File: config.mk
export PLATFORM = sky130hd
export DESIGN_NAME = nibble_serial_adder
export DESIGN_NICKNAME = d
export VERILOG_FILES = /design/src/rtl/nibble_serial_adder.sv
export SDC_FILE = /design/constraint.sdc
export NUM_CORES = 1
export LEC_CHECK = 0
export BUFFER_PORTS_ARGS = -buffer_cell sky130_fd_sc_hd__buf_2
export CELL_PAD_IN_SITES_DETAIL_PLACEMENT = 1
export CELL_PAD_IN_SITES_GLOBAL_PLACEMENT = 1
export CORE_ASPECT_RATIO = 0.7
export CORE_UTILIZATION = 47
export CTS_CLUSTER_DIAMETER = 50
export DETAILED_ROUTE_END_ITERATION = 8
export PLACE_DENSITY = 0.87
export SYNTH_ARGS = -nofsm -noshare
export SYNTH_HDL_FRONTEND = slang
export SYNTH_SLANG_ARGS = --single-unit
File: constraint.sdc
create_clock -name clk -period 4.65 [get_ports clk]
set_clock_uncertainty 0.2 [all_clocks]
set_input_delay 0.6975 -clock clk [delete_from_list [all_inputs] [get_ports clk]]
set_output_delay 0.6975 -clock clk [all_outputs]
set_load 0.05 [all_outputs]
File: src/rtl/nibble_serial_adder.sv
// nibble_serial_adder
//   Multi-cycle WIDTH-bit adder. It uses one 4-bit adder and feeds it one nibble
//   per clock, starting with the LSB nibble. The carry is registered between
//   nibbles. The result is returned through a valid/ready handshake.
//
// Ports
//   clk        system clock, rising edge
//   rst_n      asynchronous active-low reset
//   in_valid   a/b/cin valid           in_ready   accepting operands (IDLE)
//   a, b       WIDTH-bit operands      cin        carry into bit 0
//   out_valid  result valid (DONE)     out_ready  consumer takes result
//   sum        a+b+cin mod 2^WIDTH     cout       carry out of bit WIDTH-1
//   ovf        signed overflow         busy       nibble passes in progress
//
// state | meaning
// IDLE  | waiting for operands, in_ready=1
// RUN   | one nibble added per clock, busy=1
// DONE  | result presented, out_valid=1 until out_ready

module full_adder_4bit (
  input  logic [3:0] a,
  input  logic [3:0] b,
  input  logic       cin,
  output logic [3:0] sum,
  output logic       cout
);
  assign {cout, sum} = {1'b0, a} + {1'b0, b} + {4'b0000, cin};
endmodule

module nibble_serial_adder #(
  parameter int WIDTH = 16
) (
  input  logic             clk,
  input  logic             rst_n,
  input  logic             in_valid,
  output logic             in_ready,
  input  logic [WIDTH-1:0] a,
  input  logic [WIDTH-1:0] b,
  input  logic             cin,
  output logic             out_valid,
  input  logic             out_ready,
  output logic [WIDTH-1:0] sum,
  output logic             cout,
  output logic             ovf,
  output logic             busy
);
  localparam int NIBBLES = WIDTH / 4;
  localparam int IDX_W   = (NIBBLES > 1) ? $clog2(NIBBLES) : 1;
  localparam logic [IDX_W-1:0] LAST_IDX = IDX_W'(NIBBLES - 1);

  typedef enum logic [1:0] {S_IDLE, S_RUN, S_DONE} state_t;

  state_t           r_state;
  logic [IDX_W-1:0] r_idx;
  logic             r_carry;
  logic [WIDTH-1:0] r_a;
  logic [WIDTH-1:0] r_b;
  logic [WIDTH-1:0] r_sum;
  logic             r_cout;
  logic             r_ovf;

  // The low two bits of the bit offset are always zero, so the nibble index is shifted left by two.
  logic [IDX_W+1:0] w_base;
  logic [3:0]       w_a_nib;
  logic [3:0]       w_b_nib;
  logic [3:0]       w_sum_nib;
  logic             w_cout_nib;

  assign w_base  = {r_idx, 2'b00};
  assign w_a_nib = r_a[w_base +: 4];
  assign w_b_nib = r_b[w_base +: 4];

  full_adder_4bit u_fa (
    .a    (w_a_nib),
    .b    (w_b_nib),
    .cin  (r_carry),
    .sum  (w_sum_nib),
    .cout (w_cout_nib)
  );

  always_ff @(posedge clk or negedge rst_n) begin
    if (!rst_n) begin
      r_state <= S_IDLE;
      r_idx   <= '0;
      r_carry <= 1'b0;
      r_a     <= '0;
      r_b     <= '0;
      r_sum   <= '0;
      r_cout  <= 1'b0;
      r_ovf   <= 1'b0;
    end else begin
      case (r_state)
        S_IDLE: begin
          if (in_valid) begin
            r_a     <= a;
            r_b     <= b;
            r_carry <= cin;
            r_idx   <= '0;
            r_state <= S_RUN;
          end
        end
        S_RUN: begin
          r_sum[w_base +: 4] <= w_sum_nib;
          r_carry            <= w_cout_nib;
          if (r_idx == LAST_IDX) begin
            r_cout  <= w_cout_nib;
            // Signed overflow: the operands have the same sign and the result has the other sign.
            r_ovf   <= (r_a[WIDTH-1] == r_b[WIDTH-1]) && (w_sum_nib[3] != r_a[WIDTH-1]);
            r_state <= S_DONE;
          end else begin
            r_idx <= r_idx + IDX_W'(1);
          end
        end
        S_DONE: begin
          if (out_ready) r_state <= S_IDLE;
        end
        default: r_state <= S_IDLE;
      endcase
    end
  end

  assign in_ready  = (r_state == S_IDLE);
  assign busy      = (r_state == S_RUN);
  assign out_valid = (r_state == S_DONE);
  assign sum       = r_sum;
  assign cout      = r_cout;
  assign ovf       = r_ovf;

endmodule

### Word-level counts from Yosys, hierarchy flattened

Cells that the tools add are included.

| storage, ports and cells | value |
|---|---|
| register bits | 55 |
| output and inout bits | 21 |

| cells by class | value |
|---|---|
| reductions and logical operators | 8 |
| add/sub/neg operators | 4 |
| mux-type cells | 10 |
| equal/unequal tests | 9 |
| shifts and indexed selects | 4 |

Operator list:

| kind | number |
|---|---|
| indexed part select 16 x 5 -> 4 bit | 2 |
| bitwise mux 16 bit | 1 |
| variable shift 4 x 6 -> 16 bit (first input constant) | 1 |
| indexed part select 4 x 6 -> 16 bit | 1 |
| two-way mux 2 bit | 5 |
| negation 4 -> 6 bit | 1 |
| one-hot mux 2 bit (3 select lines) | 1 |
| AND reduction 2 bit | 3 |
| AND reduction 3 bit | 2 |
| adder 4 x 4 -> 5 bit | 1 |
| adder 5 x 1 -> 5 bit | 1 |
| == test 2 bit (second input constant) | 2 |
| != test 2 x 1 -> 1 bit (second input constant) | 2 |
| != test 2 bit (second input constant) | 2 |
| one-hot mux 2 bit (2 select lines) | 1 |
| adder 2 x 1 -> 2 bit (second input constant) | 1 |
| == test 2 x 1 -> 1 bit (second input constant) | 1 |
| logical NOT 2 bit | 1 |
| one-hot mux 1 bit (2 select lines) | 1 |
| nonzero test 2 bit | 1 |
| == test 1 bit | 1 |
| logical AND 1 bit | 1 |
| two-way mux 1 bit | 1 |
| != test 1 bit | 1 |

### Depth between registers and ports, before layout

Gate-level depths: netlist of run 1.

| logic depth | value |
|---|---|
| depth after elaboration | 5 |
| gate-level depth with buffers | 7 |
| gate-level depth less buffers | 6 |

### Hierarchy

A second synthesis of run 1 with hierarchy kept.

| second synthesis, totals | value |
|---|---|
| cell total of the unflattened synthesis | 188 |
| area, all modules | 2642.5 sq um |

By module, submodules not included:

| module | area an instance (sq um) | seq. area each (sq um) | cells each | instances |
|---|---|---|---|---|
| nibble_serial_adder | 2498.6 | 1376.3 | 172 | 1 |
| full_adder_4bit | 143.9 | 0.0 | 16 | 1 |

### Worst setup path after synthesis of run 1

Ideal clock, no wire load.

| path | value |
|---|---|
| kind | register to register |
| from | register r_idx[0] |
| to | register r_sum[2] (netlist: sum[2]) |
| library setup time | 0.083 ns |
| stages on the path, launching flop included | 8 |
| data arrival time | 2.592 ns |
| setup slack | 1.776 ns |
| required time | 4.367 ns |
| cells stage by stage | dfrtp_1 -> buf_2 -> mux4_2 -> fa_1 -> fa_1 -> xor2_1 -> nand3_1 -> o21ai_0 |

| between the ends | value |
|---|---|
| word-level cells in the longest chain between the ends | 5 |
| elaborated cells between the ends (all ways) | 8 |
| classes of those cells | add/sub: 3; shift: 4; mux: 1 |

Ends and longest elaborated chain:

| item | line | text |
|---|---|---|
| start: declaration | 54 | `logic [IDX_W-1:0] r_idx;` |
| start signal: assignment | 111 | `r_idx <= r_idx + IDX_W'(1);` |
| indexed part select 16 x 5 -> 4 bit, on equally long branches | 70, 71 |  |
| adder 4 x 4 -> 5 bit | 27 | `assign {cout, sum} = {1'b0, a} + {1'b0, b} + {4'b0000, cin};` |
| adder 5 x 1 -> 5 bit | 27 |  |
| indexed part select 4 x 6 -> 16 bit | 103 | `r_sum[w_base +: 4] <= w_sum_nib;` |
| bitwise mux 16 bit * | 103 |  |
| end signal: indexed assignment | 103 |  |
| end: declaration | 58 | `logic [WIDTH-1:0] r_sum;` |

Mark *: on every way between the ends. The rest lies on a longest branch, timed or not.
A chain may end at the register's enable or synchronous reset.

### Final worst setup path of run 1

Same ends and word-level chain as after synthesis.

==> flow_summary_export.csv, run 1 <==
group,metric,value,unit
synthesis,seq_area_frac_synth,0.537,
critical_path,crit_arrival,3.47,ns
finish,syn_to_final_growth,17.0,%
sta,final_hold_viol_count,0,
global_route,gr-total-overflow,0,
placement,gp_congestion,0.764,
critical_path,timing.rr.start,"r_idx[0]",
floorplan,floorplan.initialDensity,0.487,
synthesis,synth_warnings,0,
finish,diodes,0,
synthesis,synth.cell_area,0.00256,mm2
floorplan,die_height,63.8,um
critical_path,end_kind,"register",
clock_tree,cts_buffer_depth,2,
clock_tree,cts_tree,"built",
global_route,grt_max_degree,56,
finish,final.fill_count,548,
critical_path,path_cells,"mux4_2 > fa_1 > fa_1 > xor2_1 > nand3_1 > o21ai_0",
global_route,grt_use_total,0.210,
synthesis,synthTopCellsByArea,"dfrtp_1 54%, mux2_2 13%, mux4_2 7.0%",
critical_path,reg2reg_depth,6,
run_status,status,"completed",
placement,dp_hpwl,3840,um
synthesis,synth-edff-count,0,
sta,period_needed,3.44,ns
synthesis,synth_async_sr_flop_share,1.00,
critical_path,path_buf_inv,0,
detailed_routing,dr.pass1.iters,4,
critical_path,rrSetupSlack,1.21,ns
floorplan,std_cell_rows,22,
finish,drive_gt1_frac,0.456,
clock_tree,cts_sinks,55,
detailed_routing,via_per_inst,5.38,
detailed_routing,drc,0,
critical_path,crit_path_top_delay_cell,"dfrtp_1",
sta,finalSetupTns,0,ns
synthesis,synth-seq-cells,55,
detailed_routing,vias,1672,
sta,fmax,0.291,GHz
synthesis,netlist.area_leader.share,0.537,
critical_path,cp-endpoint,"sum[2]",
critical_path,crit_start,"r_idx[0]",
global_route,antenna_found_initial,0,
floorplan,fp.coreArea,0.00526,mm2
finish,seq_area,0.00138,mm2
critical_path,critPathKind,"register to register",
synthesis,synth_cells,178,
critical_path,path_delay_family,"adder cells",
detailed_routing,drtIter0Drc,62,
floorplan,chipWidth,90.3,um
clock_tree,ctsHoldBuffers,0,
critical_path,required,4.68,ns
detailed_routing,drt-total-wl,5320,um
floorplan,die_area,0.00576,mm2
global_route,grt_pass1_vias,1829,
synthesis,synthFlopType,"dfrtp_1",
sta,fin_crit_sh,0.740,
floorplan,ios,58,
sta,slew_violations,0,
synthesis,ys_types,33,
worst_hold_path,hold_class,"register to register",
sta,tightest_slew,0.805,ns
critical_path,cpPeakStageDelay,0.88,ns
flow_run,cap_violations,0,
detailed_routing,wl_per_cell,17.1,um
clock_tree,path_clk_slew,0.10,ns
placement,portBuffers,57,
synthesis,yosysTopAreaCell,"dfrtp_1",
critical_path,critPathMaxFanout,15,
finish,multi_input_area,0.00111,mm2
clock_tree,htreeDepth,2,
clock_tree,cts_setup_buffers,0,
clock_tree,cts_buffers,5,
finish,finalNetCount,286,
sta,rsz0062_at_grt,"false",
detailed_routing,ant_nets,0,
critical_path,path_depth,6,
synthesis,postSynthAreaPerCell,14.4,um2
clock_tree,clkLatencyLatePin,0.31,ns
sta,relSlewSlack,0.464,
critical_path,r2r_end,"sum[2]",
clock_tree,post_cts_resized,0,
clock_tree,ctsRootBufferMaster,"clkbuf_8",
global_route,grt_pass1_wl,9290,um
sta,setup_viol,0,
critical_path,start_kind,"register",
critical_path,timing.critical_path.mode_cell,"fa_1",
synthesis,synth_nets,226,
[cells in the mapped netlist, types with 2 or more instances]
| cell | instances |
|---|---|
| nor2_1 | 5 |
| mux2_1 | 2 |
| a21oi_1 | 4 |
| ha_1 | 9 |
| mux4_2 | 8 |
| nand2_1 | 11 |
| buf_6 | 4 |
| fa_1 | 2 |
| mux2_2 | 30 |
| a22o_1 | 15 |
| nand3_1 | 4 |
| a21o_1 | 2 |
| o21ai_0 | 4 |
| inv_1 | 5 |
| dfrtp_1 | 55 |
[flip-flops by register name (all words and copies together), names as in the netlist]
register / cells
cout: 1
ovf: 1
r_a: 16
r_b: 16
r_carry: 1
r_idx: 2
r_state: 2
sum: 16
[layer usage]
metal	global-route usage	part of all wire	vias up
li1	-	-	776
met3	0.0452	0.045	7
met5	0	0	-
met1	0.299	0.48	845
met4	0.0544	0.0086	0
met2	0.331	0.47	44
[per-stage QoR]
stage / worst slack (ns) / hold slack (ns) / std cells / utilization / instance area [um2]
6_report: 1.21 / 0.291 / 311 / 0.570 / 3000
3_3_place_gp: 1.45 / 0.272 / 303 / 0.551 / 2900
3_5_place_dp: 1.26 / 0.276 / 303 / 0.551 / 2900
2_1_floorplan: 1.78 / 0.202 / 178 / - / 2560
4_1_cts: 1.16 / 0.297 / 311 / 0.570 / 3000
5_1_grt: 1.04 / 0.317 / 311 / 0.570 / 3000
[how the worst min path moves through the flow]
stage	depth (start not counted)	to	start
2_1_floorplan	0	cout	rst_n
3_3_place_gp	1	r_a[13]	r_a[13]
3_5_place_dp	1	r_a[9]	r_a[9]
4_1_cts	1	r_a[9]	r_a[9]
5_1_grt	1	sum[9]	sum[9]
6_report	1	r_a[13]	r_a[13]
[worst reg2reg max path: stages (launching register included)]
cell,delay [ns]
dfrtp_1,0.88
mux4_2,0.62
fa_1,0.46
fa_1,0.43
xor2_1,0.47
nand3_1,0.14
o21ai_0,0.17
[final cells by class]
type,instances,area share
sequential,55,0.459
multi-input combinational,112,0.371
timing repair buffer,59,0.100
clock buffer,8,0.0334
tap,72,0.0300
inverter,5,0.00626
[cell families (layout without fill, tap and decap cells)]
kind of cell	after synthesis	after routing	synth area share
buf+inv	11	72	0.0283
simple gates	30	30	0.0723
fa+ha+maj	11	11	0.0596
mux	40	40	0.211
xor+xnor	2	2	0.00684
compound gates	29	29	0.0850
flops	55	55	0.537
[cells in the final DEF, fill, tap and decap left out, drive strengths merged, types with 2 or more instances in the layout]
| cell | Yosys | final |
|---|---|---|
| a21o | 2 | 2 |
| a21oi | 4 | 4 |
| a22o | 15 | 15 |
| buf | 5 | 59 |
| clkbuf | 1 | 8 |
| dfrtp | 55 | 55 |
| fa | 2 | 2 |
| ha | 9 | 9 |
| inv | 5 | 5 |
| mux2 | 32 | 32 |
| mux4 | 8 | 8 |
| nand2 | 12 | 12 |
| nand3 | 4 | 4 |
| nor2 | 5 | 5 |
| nor3b | 2 | 2 |
| o21ai | 4 | 4 |
Power of run 1 is left out: the tool's default activity adds up to more than one toggle a clock period on the data nets, which glitch-free logic cannot reach.
==> run 2: changes to the inputs <==
--- a/config.mk
+++ b/config.mk
@@ -9,10 +9,10 @@
 export CELL_PAD_IN_SITES_DETAIL_PLACEMENT = 1
 export CELL_PAD_IN_SITES_GLOBAL_PLACEMENT = 1
 export CORE_ASPECT_RATIO = 0.7
-export CORE_UTILIZATION = 47
+export CORE_UTILIZATION = 43
 export CTS_CLUSTER_DIAMETER = 50
 export DETAILED_ROUTE_END_ITERATION = 8
-export PLACE_DENSITY = 0.87
+export PLACE_DENSITY = 0.8
 export SYNTH_ARGS = -nofsm -noshare
 export SYNTH_HDL_FRONTEND = slang
 export SYNTH_SLANG_ARGS = --single-unit
==> constraint.sdc (replaced) <==
create_clock -name clk -period 3.45 [get_ports clk]
set_clock_uncertainty 0.2 [all_clocks]
set_input_delay 0.5175 -clock clk [delete_from_list [all_inputs] [get_ports clk]]
set_output_delay 0.5175 -clock clk [all_outputs]
set_load 0.05 [all_outputs]
==> flow_summary_export.csv, run 2 (same netlist as run 1, synthesis figures left out) <==
group,metric,value,unit
power_and_ir_drop,power_frac_comb,0.568,
critical_path,timing.critical_path.mode_cell,"fa_1",
sta,period_needed,2.81,ns
power_and_ir_drop,power_frac_clock,0.099,
critical_path,crit_arrival,2.84,ns
detailed_routing,drt-total-wl,5360,um
detailed_routing,via_per_inst,5.25,
sta,slew_violations,0,
power_and_ir_drop,switching_share,0.450,
critical_path,start_kind,"register",
critical_path,crit_path_top_delay_cell,"mux4_2",
floorplan,std_cell_rows,23,
detailed_routing,wl_per_cell,17.0,um
sta,finalSetupTns,0,ns
finish,syn_to_final_growth,17.0,%
power_and_ir_drop,seq_power_share,0.332,
global_route,grt_use_total,0.193,
placement,portBuffers,57,
power_and_ir_drop,intPower,1.87,mW
critical_path,path_delay_family,"adder cells",
floorplan,floorplan.initialDensity,0.447,
finish,final_area,0.00300,mm2
sta,tightest_slew,0.645,ns
clock_tree,clkLatencyLatePin,0.31,ns
worst_hold_path,hold_class,"input pin to async pin",
power_and_ir_drop,p_sw,1.53,mW
clock_tree,path_clk_slew,0.09,ns
flow_run,cap_violations,0,
sta,rsz0062_at_grt,"false",
global_route,grt_pass1_wl,8930,um
critical_path,path_cells,"mux4_2 > fa_1 > fa_1 > xor2_1 > nand3_1 > o21ai_0",
clock_tree,cts_setup_buffers,0,
finish,finalNetCount,288,
floorplan,die_area,0.00628,mm2
clock_tree,ctsRootBufferMaster,"clkbuf_8",
critical_path,required,3.48,ns
clock_tree,cts_buffer_depth,2,
global_route,gr-total-overflow,0,
floorplan,ios,58,
clock_tree,cts_sinks,55,
finish,drive_gt1_frac,0.456,
global_route,grt_max_degree,37,
critical_path,cpPeakStageDelay,0.56,ns
power_and_ir_drop,p_leak,1.42,nW
critical_path,end_kind,"register",
run_status,status,"completed",
detailed_routing,dr.pass1.iters,4,
finish,finalNonFillerCells,316,
clock_tree,cts_tree,"built",
global_route,grt_pass1_vias,1733,
placement,placed_area,0.00292,mm2
power_and_ir_drop,power.density,1130,mW/mm2
power_and_ir_drop,peakVddDrop,0.000352,V
sta,setup_viol,0,
critical_path,path_buf_inv,0,
floorplan,die_height,66.6,um
critical_path,critPathKind,"register to register",
floorplan,chipWidth,94.3,um
critical_path,critPathMaxFanout,5,
global_route,antenna_found_initial,0,
detailed_routing,vias,1660,
sta,relSlewSlack,0.570,
finish,diodes,0,
detailed_routing,drtIter0Drc,66,
finish,finish.utilization,0.524,
placement,post-place-cells,308,
finish,layout_commonest_cell,"buf_2",
sta,fin_crit_sh,0.815,
sta,fmax,0.356,GHz
clock_tree,post_cts_resized,0,
power_and_ir_drop,total_power,3.40,mW
floorplan,fp.coreArea,0.00573,mm2
placement,dp_hpwl,4110,um
clock_tree,ctsHoldBuffers,0,
placement,gp_congestion,0.756,
detailed_routing,drc,0,
clock_tree,cts_buffers,5,
detailed_routing,ant_nets,0,
finish,layout_common_cells,"57 x buf_2, 55 x dfrtp_1, 30 x mux2_2",
sta,final_hold_viol_count,0,
clock_tree,htreeDepth,2,
run 2: cell types whose count changed in the layout (fill, tap and decap cells not counted), sizes merged:
cell    before  now
buf         59   61
clkinv       0    1
clkbuf       8    7
run 2: final cells by class:
cell class                 instances  area [um2]
clock buffer                       7        76.3
clock inverter                     1        5.00
fill                             615        2730
inverter                           5        18.8
multi-input combinational        112        1110
sequential                        55        1380
tap                               75        93.8
timing repair buffer              61         315
run 2: metal layers:
layer / global-route usage / wire length, um / up-vias
met4: 0.0577 / 60 / 0
li1: - / - / 775
met1: 0.286 / 2720 / 831
met5: 0 / 0 / -
met2: 0.283 / 2330 / 47
met3: 0.0411 / 252 / 7
run 2: power by group through the flow:
stage / combinational (mW) / clock, mW / sequential [mW]
2_1_floorplan: 1.31 / 0 / 1.29
3_3_place_gp: 1.86 / 0 / 1.14
3_5_place_dp: 1.95 / 0 / 1.15
4_1_cts: 1.96 / 0.352 / 1.13
5_1_grt: 2.10 / 0.379 / 1.17
6_report: 1.93 / 0.339 / 1.13
run 2: final timing paths:
check                                from  slack (ns)          to  cells after the start
worst max-delay path             r_idx[0]        0.64      sum[2]                      6
min in group clk                out_ready        0.20  r_state[1]                      2
worst min register to register        ovf        0.29         ovf                      2
worst max register to register   r_idx[0]        0.64      sum[2]                      6
worst min-delay path                rst_n        0.03      sum[9]                      1
max in group asynchronous           rst_n        2.22      r_a[9]                      2
run 2: per-stage QoR:
| stage | hold slack, ns | worst slack, ns |
|---|---|---|
| global placement | 0.273 | 0.759 |
| CTS | 0.0275 | 0.613 |
| finish | 0.0269 | 0.640 |
| floorplan | 0.0219 | 0.576 |
| detailed placement | 0.280 | 0.642 |
| global route | 0.0784 | 0.432 |
(Power assumes the default switching activity.)
==> run 3: changes to the inputs <==
--- a/config.mk
+++ b/config.mk
@@ -5,14 +5,15 @@
 export SDC_FILE = /design/constraint.sdc
 export NUM_CORES = 1
 export LEC_CHECK = 0
+export ABC_AREA = 1
 export BUFFER_PORTS_ARGS = -buffer_cell sky130_fd_sc_hd__buf_2
 export CELL_PAD_IN_SITES_DETAIL_PLACEMENT = 1
 export CELL_PAD_IN_SITES_GLOBAL_PLACEMENT = 1
 export CORE_ASPECT_RATIO = 0.7
-export CORE_UTILIZATION = 43
+export CORE_UTILIZATION = 42
 export CTS_CLUSTER_DIAMETER = 50
 export DETAILED_ROUTE_END_ITERATION = 8
-export PLACE_DENSITY = 0.8
+export PLACE_DENSITY = 0.81
 export SYNTH_ARGS = -nofsm -noshare
 export SYNTH_HDL_FRONTEND = slang
 export SYNTH_SLANG_ARGS = --single-unit
==> constraint.sdc (replaced) <==
create_clock -name clk -period 2.7 [get_ports clk]
set_clock_uncertainty 0.2 [all_clocks]
set_input_delay 0.405 -clock clk [delete_from_list [all_inputs] [get_ports clk]]
set_output_delay 0.405 -clock clk [all_outputs]
set_load 0.05 [all_outputs]
==> flow_summary_export.csv, run 3 <==
group,metric,value,unit
run_status,status,"finished, violations left",
run_status,violations,"design-rule violations",
detailed_routing,ant_nets,0,
clock_tree,ctsRootBufferMaster,"clkbuf_8",
critical_path,timing.rr.start,"r_idx[1]",
worst_hold_path,hp-start,"out_ready",
critical_path,reg2reg_depth,9,
detailed_routing,drc,2,
power_and_ir_drop,peakVddDrop,0.000475,V
global_route,grt_use_total,0.213,
clock_tree,cts_buffer_depth,2,
synthesis,synthFlopType,"dfrtp_1",
sta,hold_ws,0.0622,ns
critical_path,critPathMaxFanout,11,
synthesis,synth_nets,305,
global_route,grt_pass1_vias,2274,
global_route,gr-total-overflow,0,
sta,fin_crit_sh,0.952,
critical_path,end_kind,"register",
sta,final_hold_viol_count,0,
global_route,use_met1,0.288,
finish,drive_gt1_frac,0.335,
finish,diodes,0,
power_and_ir_drop,p_leak,1.65,nW
synthesis,ys_types,28,
floorplan,std_cell_rows,24,
synthesis,seq_area_frac_synth,0.507,
power_and_ir_drop,power.density,1460,mW/mm2
detailed_routing,wl_per_cell,16.5,um
floorplan,fp.coreArea,0.00625,mm2
global_route,grt_pass1_wl,11200,um
floorplan,die_area,0.00679,mm2
detailed_routing,via_per_inst,5.26,
finish,final.fill_count,727,
clock_tree,cts_buffers,5,
finish,syn_to_final_growth,19.2,%
placement,gp_congestion,0.841,
sta,slew_violations,0,
clock_tree,clkLatencyLatePin,0.31,ns
synthesis,postSynthAreaPerCell,10.6,um2
critical_path,start_kind,"register",
detailed_routing,dr.pass1.iters,6,
synthesis,synth_cells,257,
global_route,grt_busiest_layer,"met2",
clock_tree,path_clk_slew,0.09,ns
synthesis,yosysTopAreaCell,"dfrtp_1",
floorplan,chipWidth,98.1,um
global_route,use_met2,0.340,
detailed_routing,drtIter0Drc,59,
power_and_ir_drop,total_power,4.73,mW
sta,rsz0062_at_grt,"false",
sta,tightest_slew,0.597,ns
finish,layout_common_cells,"57 x buf_2, 54 x dfrtp_1, 36 x o21ai_0",
critical_path,critPathKind,"register to register",
critical_path,required,2.73,ns
detailed_routing,drt-total-wl,6660,um
sta,setup_viol,0,
global_route,antenna_found_initial,0,
worst_hold_path,hold_class,"input pin to register",
critical_path,crit_start,"r_idx[1]",
synthesis,netlist.area_leader.share,0.507,
synthesis,synth_async_sr_flop_share,1.00,
synthesis,synth.cell_area,0.00271,mm2
global_route,grt_max_degree,37,
clock_tree,cts_tree,"built",
finish,finalNetCount,372,
finish,layout_commonest_cell,"buf_2",
synthesis,synth-seq-cells,55,
placement,dp_hpwl,4950,um
flow_run,cap_violations,0,
sta,fmax,0.389,GHz
synthesis,synth_warnings,0,
floorplan,floorplan.initialDensity,0.434,
clock_tree,cts_sinks,55,
placement,portBuffers,57,
synthesis,synth-edff-count,0,
detailed_routing,vias,2121,
synthesis,yosysMostFrequentCell,"dfrtp_1",
critical_path,crit_arrival,2.60,ns
floorplan,ios,58,
global_route,grt_util_met3,0.0464,
clock_tree,htreeDepth,2,
worst_hold_path,hold_depth,2,
synthesis,synthTopCellsByCount,"55 x dfrtp_1, 37 x o21ai_0, 28 x nand2_1, 25 x nor2_1, 20 x mux2_4",
sta,relSlewSlack,0.602,
sta,finalSetupTns,0,ns
sta,period_needed,2.57,ns
synthesis,synthTopCellsByArea,"dfrtp_1 51%, mux2_4 11%, o21ai_0 6.8%",
floorplan,die_height,69.3,um
## run 3: cell types whose count changed in the layout (fill, tap and decap cells not counted), sizes merged, moves of 2 or more
cell	previous run	this run
inv	5	18
a22o	15	0
mux4	8	0
nand4	0	4
nor2	5	27
nor3b	2	0
o22ai	1	8
o31ai	0	2
nand3	4	13
o21ai	4	40
a21o	2	0
mux2	32	30
nand2	12	31
buf	61	67
## run 3: what timing repair did
action / in CTS / in global routing
setup endpoints to repair: 1 / 8
gates cloned: 0 / 0
resized for setup: 1 / 4
buffers inserted: 0 / 2
hold endpoints to repair: 6 / 0
hold buffers: 1 / 0
## run 3: final cells by class
cell class | instances | area, um2 | area share
Sequential cell | 55 | 1380 | 0.426
Multi-Input combinational cell | 174 | 1210 | 0.374
Timing Repair Buffer | 68 | 370 | 0.114
Clock buffer | 8 | 100 | 0.0309
Tap cell | 78 | 97.6 | 0.0302
Inverter | 20 | 80.1 | 0.0247
## run 3: kinds of logic after synthesis
kind of cell,synth area share
buffers and inverters,0.0479
multiplexers,0.152
AND/OR/NAND/NOR,0.124
adder cells (fa/ha/maj),0.0562
flip-flops,0.507
AO/OA/AOI/OAI,0.110
XOR/XNOR,0.00323
## run 3: critical path: stages (launching register included)
cell     delay, ns
dfrtp_1       0.44
buf_4         0.21
o21ai_0       0.11
o22ai_1       0.13
fa_2          0.41
fa_1          0.41
xnor2_1       0.16
nor2_1        0.14
nand2_1       0.08
o21ai_0       0.19
## run 3: worst paths after layout
| kind | to | slack (ns) |
|---|---|---|
| setup / recovery | sum[6] | 0.13 |
| hold / removal | r_state[1] | 0.06 |
| setup reg to reg | sum[6] | 0.13 |
| hold reg to reg | ovf | 0.29 |
| max in group asynchronous | r_idx[0] | 1.45 |
| min in group asynchronous | r_b[9] | 0.26 |
## run 3: power breakdown
part / leakage, nW / total [mW] / switching (mW) / internal (mW)
logic: 0.918 / 2.80 / 1.73 / 1.06
registers: 0.682 / 1.44 / 0.252 / 1.18
clock network: 0.0515 / 0.499 / 0.265 / 0.235
total: 1.65 / 4.73 / 2.25 / 2.48
## run 3: stage by stage
step	util	cells	setup slack (ns)	cell area (um2)
floorplan	-	257	0.190	2710
global placement	0.497	392	0.169	3100
detailed placement	0.497	392	-0.0271	3100
CTS	0.515	401	0.0583	3210
global route	0.518	403	0.0203	3240
finish	0.518	403	0.131	3240
## run 3: layer usage
layer | wire length, um | share of wire | vias to the layer above
li1 | - | - | 1012
met1 | 3150 | 0.47 | 1037
met2 | 3060 | 0.46 | 56
met3 | 310 | 0.047 | 16
met4 | 145 | 0.022 | 0
met5 | 0 | 0 | -
